[config.mk]
export PLATFORM = sky130hd
export DESIGN_NAME = key_debouncer
export DESIGN_NICKNAME = d
export VERILOG_FILES = /design/src/rtl/key_debouncer.sv
export SDC_FILE = /design/constraint.sdc
export NUM_CORES = 1
export LEC_CHECK = 0
export BUFFER_PORTS_ARGS = -buffer_cell sky130_fd_sc_hd__buf_4
export CAP_MARGIN = 0
export CORE_MARGIN = 2
export CORE_UTILIZATION = 65
export CTS_BUF_LIST = sky130_fd_sc_hd__clkbuf_8
export CTS_CLUSTER_SIZE = 25
export DETAILED_ROUTE_END_ITERATION = 10
export PLACE_DENSITY = 0.83
export SYNTH_ARGS = -nofsm -noshare
export SYNTH_HDL_FRONTEND = slang
export SYNTH_SLANG_ARGS = --single-unit
export TNS_END_PERCENT = 1
[constraint.sdc]
create_clock -name IO_Clock -period 2.5 [get_ports IO_Clock]
set_input_delay 0.125 -clock IO_Clock [delete_from_list [all_inputs] [get_ports IO_Clock]]
set_output_delay 0.125 -clock IO_Clock [all_outputs]
set_load 0.05 [all_outputs]
[src/rtl/key_debouncer.sv]
`timescale 1ns/1ps
// Key debouncer: two-flop synchronizer plus per-key counter filter, yielding clean levels and edge pulses.
// Latency: a raw change captured at edge k shows on Keys_Stable/Keys_Press at edge k+1+DEBOUNCE_CYCLES.
// Backpressure: none; free-running. Optional Keys_Release port is built only when KEY_RELEASE_PULSE_EN is defined.
module key_debouncer #(
    parameter int NUM_KEYS        = 9,
    parameter int DEBOUNCE_CYCLES = 500000
) (
    input  logic                IO_Clock,
    input  logic                IO_Reset,
    input  logic [NUM_KEYS-1:0] Keys_Raw,
    output logic [NUM_KEYS-1:0] Keys_Stable,
    output logic [NUM_KEYS-1:0] Keys_Press
`ifdef KEY_RELEASE_PULSE_EN
    ,
    output logic [NUM_KEYS-1:0] Keys_Release
`endif
);

    // Counter is wide enough to hold DEBOUNCE_CYCLES; it only ever counts up to DEBOUNCE_CYCLES-1.
    localparam int                CNT_W    = $clog2(DEBOUNCE_CYCLES + 1);
    localparam logic [CNT_W-1:0]  CNT_LAST = CNT_W'(DEBOUNCE_CYCLES - 1);
    localparam logic [CNT_W-1:0]  CNT_ONE  = CNT_W'(1);

    logic [NUM_KEYS-1:0] r_sync1;
    logic [NUM_KEYS-1:0] r_sync2;
    logic [NUM_KEYS-1:0] r_stable;
    logic [NUM_KEYS-1:0] r_press;
    logic [CNT_W-1:0]    r_cnt [NUM_KEYS];

    logic [NUM_KEYS-1:0] w_diff;
    logic [NUM_KEYS-1:0] w_accept;

    // Two-flop synchronizer per key; only the second stage is visible to the filter.
    always_ff @(posedge IO_Clock or negedge IO_Reset) begin
        if (!IO_Reset) begin
            r_sync1 <= '0;
            r_sync2 <= '0;
        end else begin
            r_sync1 <= Keys_Raw;
            r_sync2 <= r_sync1;
        end
    end

    // A change is accepted when the synchronized level has differed from the stable level for the full window.
    always_comb begin
        w_diff   = r_sync2 ^ r_stable;
        w_accept = '0;
        for (int i = 0; i < NUM_KEYS; i++) begin
            w_accept[i] = w_diff[i] && (r_cnt[i] == CNT_LAST);
        end
    end

    // Per-key window counter: any agreeing cycle (a bounce) restarts the window, acceptance also clears it.
    always_ff @(posedge IO_Clock or negedge IO_Reset) begin
        if (!IO_Reset) begin
            for (int i = 0; i < NUM_KEYS; i++) begin
                r_cnt[i] <= '0;
            end
        end else begin
            for (int i = 0; i < NUM_KEYS; i++) begin
                if (!w_diff[i] || w_accept[i]) begin
                    r_cnt[i] <= '0;
                end else begin
                    r_cnt[i] <= r_cnt[i] + CNT_ONE;
                end
            end
        end
    end

    // Stable level flips on acceptance; the press pulse marks an accepted 0->1 and lasts one cycle.
    always_ff @(posedge IO_Clock or negedge IO_Reset) begin
        if (!IO_Reset) begin
            r_stable <= '0;
            r_press  <= '0;
        end else begin
            r_stable <= r_stable ^ w_accept;
            r_press  <= w_accept & r_sync2;
        end
    end

    assign Keys_Stable = r_stable;
    assign Keys_Press  = r_press;

`ifdef KEY_RELEASE_PULSE_EN
    logic [NUM_KEYS-1:0] r_release;

    // Release pulse marks an accepted 1->0 and lasts one cycle.
    always_ff @(posedge IO_Clock or negedge IO_Reset) begin
        if (!IO_Reset) begin
            r_release <= '0;
        end else begin
            r_release <= w_accept & ~r_sync2;
        end
    end

    assign Keys_Release = r_release;
`endif

endmodule

==> metrics.md, run 1 <==
| Metric | Value |
|---|---|
| Leak Pwr | `between 4 and 5 nW` |
| Post-route cell area | `11000 µm²` |
| Hold Path Class | `input port to asynchronous set/reset pin` |
| Hold Slack | `0.175 ns` |
| Internal power | `0.00528 W` |
| Post-synthesis sequential area ratio | `between 50% and 60%` |
| Reg2Reg Setup Slack | `0.34 ns` |
| Post-route ant nets | `0` |
| Critical path class | `flip-flop to flip-flop` |
| Netlist Area Pre-Place | `just under 10000 µm²` |
| Die X | `approximately 130 µm` |
| Die H | `126 µm` |
| Die area | `15900 µm²` |
| Placed Area | `approximately 10000 µm²` |
| Most common cell after layout, fill and taps aside | `dfrtp_1` |
| Peak VDD IR | `0.000625 V` |
| Area share of the largest cell type after synthesis | `53.4%` |
| Inserted Diodes | `0` |
| Setup-failing EPs final | `0` |
| Clock Skews | `roughly 0.013 ns` |
| Slew Limit Fails | `0` |
| EDFF count, synth | `0` |
| Core Area | `~15000 µm²` |
| Clock network fraction of total power | `between 40% and 50%` |
| Run status | `finished clean` |
| CP Cell Sequence | `or4b_1 > or4_4 > o21ai_4 > nor2_1` |
| CTS tree | `yes` |
| I/O pin count | `29` |
| Worst Path Buf+Inv | `0` |
| Most frequent cells in the layout | `dfrtp_1 (207), nor2_1 (149), xor2_1 (74), nand4_1 (59), nand3_1 (59)` |
| Wire per inst | `around 15 µm` |
| Post-Syn Nets | `about 970` |
| First-pass GRT wire length | `31900 µm` |
| Fin crit share | `between 80% and 90%` |
| Setup Fix Bufs, Post-CTS | `0` |
| CP delay by family, top | `simple AND/OR/NAND/NOR gates` |
| Required time worst endpoint | `2.87 ns` |
| Drt first pass iters | `5` |
| Clk_lat worst skew | `roughly 0.52 ns` |
| Nets | `between 1000 and 1500` |
| Clk slew on worst S/H paths | `roughly 0.060 ns` |
| Seq cells post-synth | `207` |
| Synth Flop Type | `dfrtp_1` |
| Total of max-cap violations | `0` |
| Distinct cells, synth | `40` |
| Async SR Flop Fraction | `100%` |
| Routed WL | `18100 µm` |
| Hpwl dp | `11700 µm` |
| YS warnings | `0` |
| DRT iter0 DRCs | `446` |
| Tmin final | `about 2.2 ns` |
| Tot Pwr | `0.00676 W` |
| Clock Tree Buf Depth | `3` |
| Max stage delay cell, worst path | `or4_4` |
| CP startpoint kind | `flip-flop` |
| TNS Setup | `0 ns` |
| Area grow syn2layout | `13.5%` |
| Worst-Margin Slew | `0.663 ns` |
| Initial Utilization | `66.8%` |
| Row count | `44` |
| PD cells | `613 nW/µm²` |
| Clk sink count | `207` |
| Clock root cell | `clkbuf_8` |
| Routability cong. | `just under 0.9` |
| CP Data Arrival Time | `2.54 ns` |
| Ranking of synthesized cells by area | `dfrtp_1 (53%), xor2_1 (6.7%), nor2_1 (5.8%)` |
| Final hold vios | `0` |
| Register share of total power | `51.1%` |
| Fmax | `462 MHz` |
| Sw Ratio | `21.9%` |
| Largest net degree at the start of global routing | `74` |
| Total CTS buffers | `34` |
| Post-synthesis average cell area | `10.2 µm²` |
| IO buf count | `28` |
| # fillers | `996` |
| Share of layout cells above drive strength 1 | `11.5%` |
| Via count | `7261` |
| Slew HR | `about 55%` |
| RSZ-0062 raised after global routing | `false` |
| Combinational cell fraction of total power | `approximately 3.4%` |
| Post-DR vias/cell | `between 5 and 6` |
| CTS H-tree depth | `2` |
| Vias in the first global route | `7083` |
| Worst path max stage delay | `0.55 ns` |
| Post-Synthesis Cells | `roughly 950` |
| P_sw | `0.00148 W` |
| Drc violations | `0` |
| GRT Overall Usage | `23.7%` |
| CP Capture Type | `flip-flop` |
| Congestion Overflow GR | `0` |
| Cell taking the most area after synthesis | `dfrtp_1` |
| Initial antenna violation count | `0` |
| CP max FO | `19` |
## per-stage QoR
stage	std cells	worst slack, ns	utilization (%)
6_report	1221	0.338	75.8
5_1_grt	1221	0.252	75.8
4_1_cts	1221	0.320	75.8
3_5_place_dp	1156	0.326	70.2
3_3_place_gp	1156	0.367	70.2
2_1_floorplan	951	0.471	-
## what timing repair did
action	4_1_cts	5_1_grt
endpoints found under the hold margin	78	0
hold buffers	10	0
resized for setup	0	0
## area by class of cell
class | count | area (µm²) | share of cell area (%)
well taps | 184 | 230 | 2.09
flip-flops and latches | 207 | 5180 | 47.0
clock inverters | 7 | 57.6 | 0.523
inverters | 18 | 67.6 | 0.613
repair buffers | 57 | 472 | 4.28
multi-input cells | 700 | 4350 | 39.5
clock buffers | 48 | 661 | 6.00
## sequential cells by signal, summed over array words and instances (netlist names), named ones only
signal	cells
r_cnt	171
Keys_Press	9
r_sync1	9
r_sync2	9
## layer usage
metal	global-route usage, %	vias to the layer above	routed length (µm)	part of all wire [%]
met1	32.4	3534	8280	46
met3	4.21	40	752	4.1
met4	8.73	0	410	2.3
li1	-	3533	-	-
met2	38.6	154	8700	48
met5	0	-	0	0
## Yosys cell counts, drive strengths merged (9+ instances only)
master	count
a21oi	36
and3	11
and4	25
clkbuf	22
dfrtp	207
ha	9
inv	18
mux2	9
nand2	51
nand3	59
nand4	60
nor2	149
nor3	21
nor4	18
nor4b	13
o21ai	27
o31ai	16
or3	20
or4	23
xnor2	52
xor2	74
## worst reg2reg max path: stages, from the launching register on
cell,delay [ns]
dfrtp_1,0.43
or4b_1,0.53
or4_4,0.55
o21ai_4,0.42
nor2_1,0.11
## final timing paths
check                       startpoint          to  cells after the start
max                         r_cnt[119]  r_cnt[121]                      4
min                           IO_Reset   r_cnt[72]                      2
max reg2reg                 r_cnt[119]  r_cnt[121]                      4
min reg2reg                 r_sync1[0]  r_sync2[0]                      0
max in group asynchronous     IO_Reset  r_sync1[2]                      3
min in group IO_Clock      Keys_Raw[5]  r_sync1[5]                      2
## power groups by stage
stage	Combinational, W	Sequential [W]	Clock (W)
final	0.000229	0.00345	0.00308
after global routing	0.000269	0.00346	0.00331
after CTS	0.000237	0.00345	0.00315
after detailed placement	0.000222	0.00351	0
after global placement	0.000216	0.00351	0
after floorplan	0.000101	0.00350	0
## cell families (layout without fill, tap and decap cells)
family | count (synthesis) | after routing | share of synthesized area [%]
AOI/OAI and AO/OA | 80 | 80 | 4.85
xor gates and xnor gates | 126 | 126 | 11.4
adders and majority gates | 9 | 9 | 1.16
buffers and inverters | 44 | 130 | 1.81
DFF | 207 | 207 | 53.4
muxes | 9 | 9 | 1.04
and+or+nand+nor | 476 | 476 | 26.4
(Power assumes the default switching activity.)
==> run 2: changes to the inputs <==
Settings changed: CORE_ASPECT_RATIO from default to 0.7, CORE_MARGIN 2 to default.
==> metrics.md, run 2 (synthesized netlist as in run 1, its figures left out) <==
| Metric | Value |
|---|---|
| Combinational cell fraction of total power | `about 3.2%` |
| Hpwl dp | `12300 µm` |
| Max reg flops | `171` |
| Largest Register | `r_cnt` |
| GRT Overall Usage | `25.9%` |
| P_sw | `0.00158 W` |
| Routed WL | `18800 µm` |
| Setup-failing EPs final | `0` |
| Register share of total power | `around half` |
| Congestion Overflow GR | `0` |
| Run status | `finished clean` |
| Hold Path Class | `input port to asynchronous set/reset pin` |
| Setup Fix Bufs, Post-CTS | `0` |
| CP Cell Sequence | `or4b_1 > or4_4 > o21ai_4 > nor2_1` |
| Most common cell after layout, fill and taps aside | `dfrtp_1` |
| Core Area | `approximately 14000 µm²` |
| Clock network fraction of total power | `48.5%` |
| Register area | `5180 µm²` |
| Peak VDD IR | `~0.00049 V` |
| Nets | `1033` |
| Leak Pwr | `4.64 nW` |
| Fmax | `between 400 and 500 MHz` |
| Die H | `roughly 100 µm` |
| Vias in the first global route | `around 7000` |
| # fillers | `~910` |
| Clk slew on worst S/H paths | `0.08 ns` |
| First-pass GRT wire length | `33100 µm` |
| CP startpoint kind | `flip-flop` |
| Tot Pwr | `0.00715 W` |
| Clock root cell | `clkbuf_8` |
| CP max FO | `19` |
| Drc violations | `0` |
| Internal power | `0.00557 W` |
| Slew HR | `59.3%` |
| Critical path class | `flip-flop to flip-flop` |
| CP Capture Type | `flip-flop` |
| IO buf count | `28` |
| Clk_lat worst skew | `0.56 ns` |
| I/O pin count | `29` |
| CP Data Arrival Time | `2.60 ns` |
| CTS H-tree depth | `1` |
| Fin crit share | `87.8%` |
| DRT iter0 DRCs | `551` |
| Share of layout cells above drive strength 1 | `11.5%` |
| Wire per inst | `15.3 µm` |
| Clk sink count | `207` |
| Required time worst endpoint | `about 2.9 ns` |
| Worst path max stage delay | `0.54 ns` |
| Tmin final | `between 2 and 2.5 ns` |
| Worst Setup Slack, final | `0.304 ns` |
| Sw Ratio | `between 20% and 30%` |
| Inserted Diodes | `0` |
| Via count | `roughly 7300` |
| Max stage delay cell, worst path | `or4_4` |
| Total CTS buffers | `31` |
| FF-to-FF path depth | `4` |
| CTS tree | `yes` |
| Post-DR vias/cell | `5.96` |
| Clock Skews | `0.0149 ns` |
| Total of max-cap violations | `0` |
| Slew Limit Fails | `0` |
| Initial Utilization | `68.2%` |
| Post-route ant nets | `0` |
| Die X | `148 µm` |
| RSZ-0062 raised after global routing | `false` |
| Die area | `15400 µm²` |
| Drt first pass iters | `6` |
| Clock Tree Buf Depth | `3` |
| Most frequent cells in the layout | `dfrtp_1 (207), nor2_1 (149), xor2_1 (74), nand4_1 (59), nand3_1 (59)` |
| Worst-Margin Slew | `a little over 0.6 ns` |
| Routability cong. | `between 0.8 and 0.9` |
| Setup WS pre-CTS | `0.303 ns` |
| PD cells | `645 nW/µm²` |
| Initial antenna violation count | `0` |
| Post-CTS sizing | `0` |
| Largest net degree at the start of global routing | `74` |
| Area grow syn2layout | `14.3%` |
| Row count | `36` |
| Final hold vios | `0` |
| TNS Setup | `0 ns` |
| Multi-input logic area | `4350 µm²` |
| Post-CTS Hold Fix Bufs | `10` |
-- run 2: layer usage --
layer / part of all wire, % / wire length [µm] / vias to the layer above / track usage [%]
met4: 1.3 / 243 / 0 / 4.79
met2: 44 / 8340 / 214 / 39.1
li1: - / - / 3535 / -
met1: 49 / 9240 / 3542 / 39.8
met3: 5.3 / 999 / 27 / 4.43
met5: 0 / 0 / - / 0
-- run 2: metrics by stage --
step | hold WS, ns | instances | utilization [%] | cell area, µm²
after floorplan | -0.171 | 951 | - | 9700
after global placement | 0.174 | 1160 | 71.6 | 10200
after detailed placement | 0.173 | 1160 | 71.6 | 10200
after CTS | 0.153 | 1227 | 77.9 | 11100
after global routing | 0.177 | 1227 | 77.9 | 11100
final | 0.143 | 1227 | 77.9 | 11100
-- run 2: critical path: cells and delay by family, from the launching register on --
family | cells | cell delay, ns
AO/OA/AOI/OAI | 1 | 0.44
flip-flops | 1 | 0.43
AND/OR/NAND/NOR | 3 | 1.19
-- run 2: final timing paths --
| path | start | to | slack [ns] |
|---|---|---|---|
| worst max-delay path | r_cnt[119] | r_cnt[120] | 0.30 |
| worst min-delay path | IO_Reset | r_cnt[71] | 0.14 |
| worst max register to register | r_cnt[119] | r_cnt[120] | 0.30 |
| worst min register to register | r_sync1[8] | r_sync2[8] | 0.34 |
| max in group asynchronous | IO_Reset | r_cnt[162] | 1.52 |
| min in group IO_Clock | Keys_Raw[4] | r_sync1[4] | 0.23 |
-- run 2: power by group through the flow --
stage               Sequential [W]  Combinational (W)  Clock, W
finish                     0.00345           0.000230   0.00347
global route               0.00345           0.000265   0.00366
CTS                        0.00345           0.000235   0.00352
detailed placement         0.00351           0.000221         0
global placement           0.00351           0.000215         0
floorplan                  0.00350           0.000101         0
-- run 2: area by class of cell --
cell class                      count  area share [%]
Tap cell                          190            2.14
Clock inverter                     20            2.60
Multi-Input combinational cell    700            39.2
Timing Repair Buffer               55            4.12
Inverter                           18           0.609
Clock buffer                       37            4.59
Sequential cell                   207            46.7
